**config.mk**
```make
export PLATFORM = sky130hd
export DESIGN_NAME = pipe_cla_addsub
export DESIGN_NICKNAME = d
export VERILOG_FILES = /design/src/rtl/pipe_cla_pkg.sv /design/src/rtl/cla_slice.sv /design/src/rtl/pipe_cla_addsub.sv
export SDC_FILE = /design/constraint.sdc
export NUM_CORES = 1
export LEC_CHECK = 0
export ABC_AREA = 1
export BUFFER_PORTS_ARGS = -buffer_cell sky130_fd_sc_hd__buf_2
export CAP_MARGIN = 20
export CORE_ASPECT_RATIO = 0.8
export CORE_MARGIN = 1
export CORE_UTILIZATION = 52
export DETAILED_ROUTE_END_ITERATION = 8
export GPL_ROUTABILITY_DRIVEN = 0
export PLACE_DENSITY = 0.85
export SLEW_MARGIN = 10
export SYNTH_ARGS = -nofsm -noshare
export SYNTH_HDL_FRONTEND = slang
export SYNTH_SLANG_ARGS = --single-unit
```
**constraint.sdc**
```tcl
create_clock -name clk -period 3.5 [get_ports clk]
set_clock_uncertainty 0.15 [all_clocks]
set_input_delay 0.525 -clock clk [delete_from_list [all_inputs] [get_ports clk]]
set_output_delay 0.525 -clock clk [all_outputs]
set_load 0.01 [all_outputs]
```
**src/rtl/pipe_cla_pkg.sv**
```systemverilog
// Shared constants and stage record fields for the pipelined CLA add/sub.
// Imported by the pipeline top and its lookahead slice.
package pipe_cla_pkg;

    localparam int DEF_WIDTH  = 16;
    localparam int DEF_STAGES = 4;

    // Control fields of one pipeline slot. The width-dependent fields
    // (partial sum and operands not yet consumed) are appended by the top.
    typedef struct packed {
        logic valid;
        logic carry;
        logic sub;
    } stage_ctl_t;

endpackage

```
**src/rtl/cla_slice.sv**
```systemverilog
// Combinational N-bit carry-lookahead chunk.
// Every carry is formed from group generate/propagate terms and ci.
module cla_slice
    import pipe_cla_pkg::*;
#(
    parameter int N = 4
) (
    input  logic [N-1:0] x,
    input  logic [N-1:0] y,
    input  logic         ci,
    output logic [N-1:0] s,
    output logic         co,
    output logic         c_msb_in
);

    logic [N-1:0] g;
    logic [N-1:0] p;
    logic [N:0]   c;

    assign g = x & y;
    assign p = x ^ y;

    // Group generate/propagate prefix over bits [i:0] gives carry i+1.
    always_comb begin : lookahead
        logic gg;
        logic pp;
        c    = '0;
        gg   = 1'b0;
        pp   = 1'b1;
        c[0] = ci;
        for (int i = 0; i < N; i++) begin
            gg       = g[i] | (p[i] & gg);
            pp       = pp & p[i];
            c[i + 1] = gg | (pp & ci);
        end
    end

    assign s        = p ^ c[N-1:0];
    assign co       = c[N];
    assign c_msb_in = c[N-1];

endmodule

```
**src/rtl/pipe_cla_addsub.sv**
```systemverilog
// Skewed pipelined carry-lookahead adder/subtractor.
// Stage k resolves chunk k; one global enable stalls the whole pipe.
module pipe_cla_addsub
    import pipe_cla_pkg::*;
#(
    parameter int WIDTH  = DEF_WIDTH,
    parameter int STAGES = DEF_STAGES
) (
    input  logic             clk,
    input  logic             rst,
    input  logic             in_valid,
    output logic             in_ready,
    input  logic [WIDTH-1:0] a,
    input  logic [WIDTH-1:0] b,
    input  logic             cin,
    input  logic             sub,
    output logic             out_valid,
    input  logic             out_ready,
    output logic [WIDTH-1:0] sum,
    output logic             cout,
    output logic             ovf,
    output logic             zero
);

    localparam int SDIV  = (STAGES < 1) ? 1 : STAGES;
    localparam int CHUNK = WIDTH / SDIV;

    if ((STAGES < 1) || (WIDTH % SDIV != 0)) begin : g_bad_cfg
        $error("pipe_cla_addsub: WIDTH must be a multiple of STAGES >= 1");
    end

    typedef struct packed {
        stage_ctl_t       ctl;
        logic [WIDTH-1:0] psum;
        logic [WIDTH-1:0] a_rem;
        logic [WIDTH-1:0] b_rem;
    } stage_t;

    stage_t           head;
    stage_t           src  [STAGES];
    stage_t           nxt  [STAGES];
    stage_t           r    [STAGES];
    logic [CHUNK-1:0] s_k  [STAGES];
    logic             co_k [STAGES];
    logic             cm_k [STAGES];
    logic             en;
    logic             ovf_q;
    logic             zero_q;

    // Fill chunk k of the partial sum and pass the chunk carry on.
    function automatic stage_t advance(input stage_t p,
                                       input logic [CHUNK-1:0] s,
                                       input logic co,
                                       input int k);
        stage_t n;
        n = p;
        n.psum[k*CHUNK +: CHUNK] = s;
        n.ctl.carry = co;
        return n;
    endfunction

    assign en       = !r[STAGES-1].ctl.valid | out_ready;
    assign in_ready = en;

    // Subtraction becomes a + ~b + ~cin, fixed once at acceptance.
    always_comb begin
        head           = '0;
        head.ctl.valid = in_valid;
        head.ctl.sub   = sub;
        head.ctl.carry = sub ? ~cin : cin;
        head.a_rem     = a;
        head.b_rem     = sub ? ~b : b;
    end

    for (genvar k = 0; k < STAGES; k++) begin : g_stage
        if (k == 0) begin : g_first
            assign src[k] = head;
        end else begin : g_rest
            assign src[k] = r[k-1];
        end

        cla_slice #(.N(CHUNK)) u_slice (
            .x        (src[k].a_rem[k*CHUNK +: CHUNK]),
            .y        (src[k].b_rem[k*CHUNK +: CHUNK]),
            .ci       (src[k].ctl.carry),
            .s        (s_k[k]),
            .co       (co_k[k]),
            .c_msb_in (cm_k[k])
        );

        assign nxt[k] = advance(src[k], s_k[k], co_k[k], k);
    end

    // Advance every slot together; flags are formed with the last chunk.
    always_ff @(posedge clk) begin
        if (rst) begin
            for (int k = 0; k < STAGES; k++) begin
                r[k] <= '0;
            end
            ovf_q  <= 1'b0;
            zero_q <= 1'b0;
        end else if (en) begin
            for (int k = 0; k < STAGES; k++) begin
                r[k] <= nxt[k];
            end
            ovf_q  <= co_k[STAGES-1] ^ cm_k[STAGES-1];
            zero_q <= (nxt[STAGES-1].psum == '0);
        end
    end

    assign out_valid = r[STAGES-1].ctl.valid;
    assign sum       = r[STAGES-1].psum;
    assign cout      = r[STAGES-1].ctl.carry;
    assign ovf       = ovf_q;
    assign zero      = zero_q;

endmodule
```
# [Word-level counts from Yosys, hierarchy flattened]
# Memory sizes are Yosys's and may differ from the RTL's.
# Index checks and enable logic that the tools add are counted.
[op_classes] n_mux=11 bitwise_logic=88 n_reduce_logical=2
[ops] op="$mux W51" count=4
[ops] op="$and A1 B1 Y1" count=40
[ops] op="$or A1 B1 Y1" count=33
[ops] op="$xor A4 B4 Y4" count=8
[ops] op="$and A4 B4 Y4" count=4
[ops] op="$logic_not A16 Y1" count=1
[ops] op="$mux W16" count=1
[ops] op="$not A16 Y16" count=1
[ops] op="$mux W1" count=6
[ops] op="$logic_not A1 Y1" count=1
[ops] op="$not A1 Y1" count=1
[ops] op="$xor A1 B1 Y1" count=1
[totals] ff_bits=2 ramBits=204 output_inout_bits=21 n_memories=1
[memory_table] memory="r" depth=4 word_bits=51 read_ports=4 rd_ports_with_merged_regs=0 wr=4 line="pipe_cla_addsub.sv:42" text="stage_t r [STAGES];"

# [Longest topological paths before layout]
# Gate-level depths: netlist of the first run.
[logic_depth] depth_word=11 ltp_mapped=10 mapped_depth_nobuf=10

# [Modules after synthesis]
# From an unflattened synthesis of the first run, not the netlist that was laid out.
[unflattened] hier_cells=462 area_unflattened_um2=4759.6
[by_module_without_submodules] module="pipe_cla_addsub" n_inst=1 cells_per_inst=334 area_each_um2=3988.8 seq_area_each_um2=2922.8
[by_module_without_submodules] module="cla_slice" n_inst=4 cells_per_inst=32 area_each_um2=192.7 seq_area_each_um2=0.0

# [Worst setup path before layout of the first run]
# OpenSTA, ideal clock, no wires.
[synth_timing] path_type="input to register" start="input out_ready" end="memory r[0][10] (netlist bit) (enable)" t_arrival_ns=2.790 t_required_ns=2.892 setup_slack_ns=0.102 path_stages=4 cell_sequence="inv_1 nand2_2 inv_1 nand2_1"
[synth_lines] element="from (decl)" line="pipe_cla_addsub.sv:18" text="input logic out_ready,"
[synth_lines] element="to (decl)" line="pipe_cla_addsub.sv:42"

==> metrics.yaml, run 1 <==
run_status:
  status: "completed"
synth:
  synth_top_area_share_pct: 63.2
  ys_seq_elements: 98
  synthFlopType: "edfxtp_1"
  ys_async_sr_fraction_pct: 0
  synthCells: 424
  ys_seq_area_share_pct: 64.1
  ys_top_cells_by_area: "edfxtp_1 63%, nor2_1 8.4%, inv_1 7.8%"
  synth_warnings: 0
  synth_commonest_cells: "102 x nor2_1, 96 x edfxtp_1, 95 x inv_1, 44 x nand2_1, 16 x ha_1"
  synth.most_common_cell: "nor2_1"
  syn_nets: 482
  synth_area_um2: 4560
  synth-edff-count: 96
  syn_avg_cell_area_um2: 10.8
  yosys.area.top_type: "edfxtp_1"
  ys_types: 23
critical_path:
  cp.required_ns: 3.47
  r2r_setup_slack_ns: 1.49
  path_cells: "buf_2, xnor2_1, inv_1, ha_1, nand2_1, nor2_1, nand2_2, a21oi_1, nor2_1"
  rr_endpoint: "r[0][20]"
  end_kind: "flop"
  cp_slowest_cell: "buf_2"
  r2r-start: "r[3][50]"
  crit_type: "primary input to flop"
  worstPathMaxFanout: 17
  start_kind: "primary input"
  crit_arrival_ns: 2.10
  cpMostUsedCell: "nor2_1"
  r2r_cells: 4
  worst_path_largest_cell_delay_ns: 0.44
cells_and_area:
  layout.cell_area.non_filler_um2: 5170
  syn_to_final_growth_pct: 13.3
  instances_no_fill: 602
  nFillCells: 675
  fin_nets: 543
  num_antenna_cells: 0
  multi_input_area_um2: 1210
  regArea_um2: 2920
  drive_above_1_share_pct: 17.3
  finish.utilization_pct: 60.9
drt:
  avgRoutedWirePerCell_um: 11.9
  via_per_inst: 4.62
  drtIter0Drc: 131
  drc: 0
  dr_total_vias: 2783
  drtAntennaViolNets: 0
  wl_mm: 7.14
  dr.pass1.iters: 4
timing:
  min_period_over_period_pct: 61.1
  fin_setup_tns_ns: 0
  setup_viol: 0
  slew_headroom_pct: 56.6
  finalWorstSetupSlack_ns: 1.36
  max_freq_mhz: 468
  finalMaxSlewViolations: 0
  finalHoldViolations: 0
  period_needed_ns: 2.14
  tightest_slew_ns: 0.650
  rsz0062_at_grt: "no"
pwr:
  p_leak_uw: 0.00248
  ir_drop_uv: 237
  power_density_nw_per_um2: 480
clock_network:
  cts_sinks: 98
  postCtsResizedCells: 0
  post_cts_buffers: 0
  cts-htree-levels: 3
  cts_root_buffer: "clkbuf_8"
  cts_hold_buf: 0
  insertion_delay_ns: 0.36
  clk_pin_slew_worst_paths_ns: 0.09
  cts_tree: "done"
  numCtsBuffers: 9
  clock_path_buffers: 2
global_routing:
  use_met3_pct: 4.48
  grt_use_met2_pct: 30.0
  grtUsageMet1_pct: 20.4
  grt_pass1_wl_mm: 11.9
  grt_max_degree: 53
  grt_pass1_vias: 2706
  grt.busiest_layer: "met2"
  grt_antenna_before_repair: 0
  grt_util_all_layers_pct: 17.2
  grt_overflow: 0
die:
  core-area_um2: 8480
  die_area_um2: 9150
  initial_core_util_pct: 53.8
  rows: 30
  die_width_um: 107
  fp.dieH_um: 85.8
  ios: 59
place:
  io_buffers: 58
  dpl_cell_area_um2: 4950
  pre_cts_slack_ns: 0.996
  dp_cells: 586
  dpl.hpwl_mm: 5.07
job:
  max_cap_viol_count: 0
worst_hold_path:
  hold_depth: 3
  hold_path.class: "primary input to flop"
  min_from: "a[13]"
  hold_end: "r[0][29]"
==> worst max-delay path, delay by kind of cell <==
| family | cells | cell delay (ns) |
|---|---|---|
| buffers and inverters | 2 | 0.52 |
| adder cells (fa/ha/maj) | 1 | 0.28 |
| AO/OA/AOI/OAI | 1 | 0.13 |
| XOR/XNOR | 1 | 0.24 |
| AND/OR/NAND/NOR | 4 | 0.40 |
==> sequential cells by signal, summed over array words and instances, names as in the netlist <==
name and cells:
ovf 1, r 96, zero 1
==> area by class of cell <==
cell class	instances	share of cell area, %
clock buffer	9	2.40
clock inverter	7	1.77
inverter	96	6.97
multi-input combinational	218	23.4
sequential	98	56.6
tap	112	2.71
timing repair buffer	62	6.20
==> layout by cell type, fill, tap and decap left out, drive strengths merged, types with 6 or more instances in the layout <==
master / count
nor2: 102
inv: 98
nand2: 47
buf: 62
xnor2: 16
edfxtp: 96
ha: 16
clkbuf: 9
nand3: 16
a21oi: 6
==> through the flow <==
step | hold WS [ns] | total power, uW
CTS | 0.299 | 2500
global route | 0.306 | 2590
floorplan | 0.341 | 1640
detailed placement | 0.321 | 1730
global placement | 0.308 | 1710
finish | 0.310 | 2480
==> worst max-delay path by stage <==
stage / start / endpoint / cells after the start
after global routing: sub / r[0][35] / 9
after floorplan: out_ready / r[0][10] / 4
after CTS: sub / r[0][35] / 9
after global placement: sub / r[0][35] / 9
final: sub / r[0][35] / 9
after detailed placement: sub / r[0][35] / 9
==> where the power goes <==
part           switching, uW  total [uW]  internal, uW
clock                    373         776           403
sequential              32.4        1420          1390
combinational            168         284           116
total                    573        2480          1910
==> per-layer routing <==
layer  vias up  share of wire [%]
li1       1433                  -
met1      1260                 43
met2        76                 51
met3        14                4.6
met4         0                1.8
met5         -                  0
==> kinds of logic (layout without fill, tap and decap cells) <==
| kind of cell | Yosys count | in the layout | synth area share [%] |
|---|---|---|---|
| simple gates | 167 | 167 | 14.6 |
| xor+xnor | 20 | 20 | 4.25 |
| compound gates | 11 | 11 | 1.34 |
| flops | 98 | 98 | 64.1 |
| fa+ha+maj | 20 | 20 | 6.14 |
| buf+inv | 108 | 174 | 9.60 |
No activity file was read; power rests on OpenSTA's default activity.
==> run 2, diff against run 1 <==
==> constraint.sdc (replaced) <==
create_clock -name clk -period 1.8 [get_ports clk]
set_clock_uncertainty 0.15 [all_clocks]
set_input_delay 0.27 -clock clk [delete_from_list [all_inputs] [get_ports clk]]
set_output_delay 0.27 -clock clk [all_outputs]
set_load 0.01 [all_outputs]
==> metrics.yaml, run 2 (synthesis gave the netlist of run 1 again) <==
drt:
  wl_mm: 7.50
  avgRoutedWirePerCell_um: 12.1
  drtAntennaViolNets: 0
  drtIter0Drc: 153
  dr.pass1.iters: 5
  drc: 0
  via_per_inst: 4.62
  dr_total_vias: 2853
pwr:
  seq_power_share_pct: 60.5
  ir_drop_uv: 390
  combPwrFrac_pct: 13.5
  p_int_uw: 3470
  pwr-share-clk_pct: 26.1
  p_leak_uw: 0.00254
  power_density_nw_per_um2: 859
  p_switching_uw: 1110
  sw_frac_of_total_pct: 24.2
critical_path:
  r2r-start: "r[2][49]"
  r2r_setup_slack_ns: 0.09
  cpMostUsedCell: "nand2_1"
  crit_arrival_ns: 1.86
  crit_buf_inv: 1
  cp.required_ns: 1.95
  r2r_cells: 8
  worst_path_largest_cell_delay_ns: 0.56
  cp_slowest_cell: "fa_1"
  worstPathMaxFanout: 3
  path_cells: "inv_2, fa_1, nand2_1, nor2_2, nand3_1, nor2_1, nand2_1, nand2_1"
  rr_endpoint: "zero"
  start_kind: "flop"
  crit_type: "flop to flop"
  crit_family: "adder cells"
  end_kind: "flop"
cells_and_area:
  largest_register_ffs: 96
  num_antenna_cells: 0
  syn_to_final_growth_pct: 16.6
  final_common_cell: "nor2_1"
  layout_common_cells: "100 x nor2_1, 96 x edfxtp_1, 93 x inv_1"
  nFillCells: 689
  finish.utilization_pct: 62.7
  largest-register: "r"
  multi_input_area_um2: 1260
  drive_above_1_share_pct: 20.9
  fin_nets: 559
  regArea_um2: 2920
die:
  initial_core_util_pct: 53.8
  ios: 59
  core-area_um2: 8480
  die_area_um2: 9150
  die_width_um: 107
  fp.dieH_um: 85.8
  rows: 30
timing:
  finalMaxSlewViolations: 0
  fin_setup_tns_ns: 0
  rsz0062_at_grt: "yes"
  period_needed_ns: 1.71
  tightest_slew_ns: 0.403
  finalWorstSetupSlack_ns: 0.0869
  max_freq_mhz: 584
  slew_headroom_pct: 73.1
  finalHoldViolations: 0
  min_period_over_period_pct: 95.2
  setup_viol: 0
global_routing:
  grt_pass1_wl_mm: 12.3
  grt_overflow: 0
  grt_pass1_vias: 2778
  grt_util_all_layers_pct: 17.8
  grt_max_degree: 58
  grt_antenna_before_repair: 0
place:
  dpl.hpwl_mm: 5.46
  pre_cts_slack_ns: -0.0676
  io_buffers: 58
worst_hold_path:
  min_from: "a[5]"
  hold_depth: 3
  hold_path.class: "primary input to flop"
  hold_end: "r[0][21]"
job:
  max_cap_viol_count: 0
run_status:
  status: "completed"
clock_network:
  insertion_delay_ns: 0.35
  clk_pin_slew_worst_paths_ns: 0.09
  cts-htree-levels: 3
  cts_root_buffer: "clkbuf_8"
  cts_sinks: 98
  clock_path_buffers: 2
  cts_tree: "done"
  numCtsBuffers: 9
run 2: changes by cell type in the layout (fill, tap and decap cells not counted), sizes merged:
cell | before | now
bufinv | 2 | 0
clkbuf | 9 | 11
clkinvlp | 0 | 2
inv | 98 | 96
buf | 62 | 78
run 2: how the worst max path moves through the flow:
stage | startpoint | endpoint | slack, ns | cells after the start
4_1_cts | r[2][49] | zero | 0.01 | 8
5_1_grt | r[2][49] | zero | -0.06 | 8
6_report | r[2][49] | zero | 0.09 | 8
3_5_place_dp | sub | r[0][35] | -0.07 | 9
2_1_floorplan | sub | r[0][35] | -0.07 | 10
3_3_place_gp | sub | r[0][35] | 0.01 | 9
run 2: worst register-to-register path, delay by kind of cell, from the launching register on:
kind	cells	cell delay [ns]
fa+ha+maj	1	0.56
buf+inv	1	0.07
simple gates	6	0.46
flops	1	0.43
run 2: per-stage QoR:
| stage | hold slack, ns | cells | total power (uW) | area, um2 |
|---|---|---|---|---|
| floorplan | 0.328 | 424 | 3200 | 4600 |
| finish | 0.0597 | 618 | 4570 | 5320 |
| global route | 0.0480 | 618 | 4780 | 5320 |
| global placement | 0.311 | 594 | 3340 | 5060 |
| CTS | 0.0421 | 610 | 4570 | 5230 |
| detailed placement | 0.324 | 594 | 3400 | 5060 |
run 2: power by group through the flow:
stage / Combinational (uW) / Sequential [uW] / Clock (uW)
2_1_floorplan: 388 / 2810 / 0
3_3_place_gp: 538 / 2800 / 0
3_5_place_dp: 578 / 2820 / 0
4_1_cts: 582 / 2760 / 1220
5_1_grt: 698 / 2790 / 1300
6_report: 616 / 2770 / 1190
run 2: routing by layer:
layer	part of all wire [%]	wire [um]	vias up	GRT usage (%)
met5	0	0	-	0
met4	1.4	107	0	8.22
met3	4.7	354	10	4.86
met2	52	3920	77	31.0
met1	42	3110	1295	20.6
li1	-	-	1471	-
run 2: timing repair:
item	CTS	global route
setup endpoints to repair	0	4
gates resized for setup	0	6
hold buffers	0	0
setup buffers	0	8
run 2: cell type report:
type,count,share of cell area [%]
Sequential cell,98,54.9
Tap cell,112,2.63
Clock inverter,5,0.588
Clock buffer,11,2.47
Inverter,96,6.77
Multi-Input combinational cell,218,23.6
Timing Repair Buffer,78,8.98
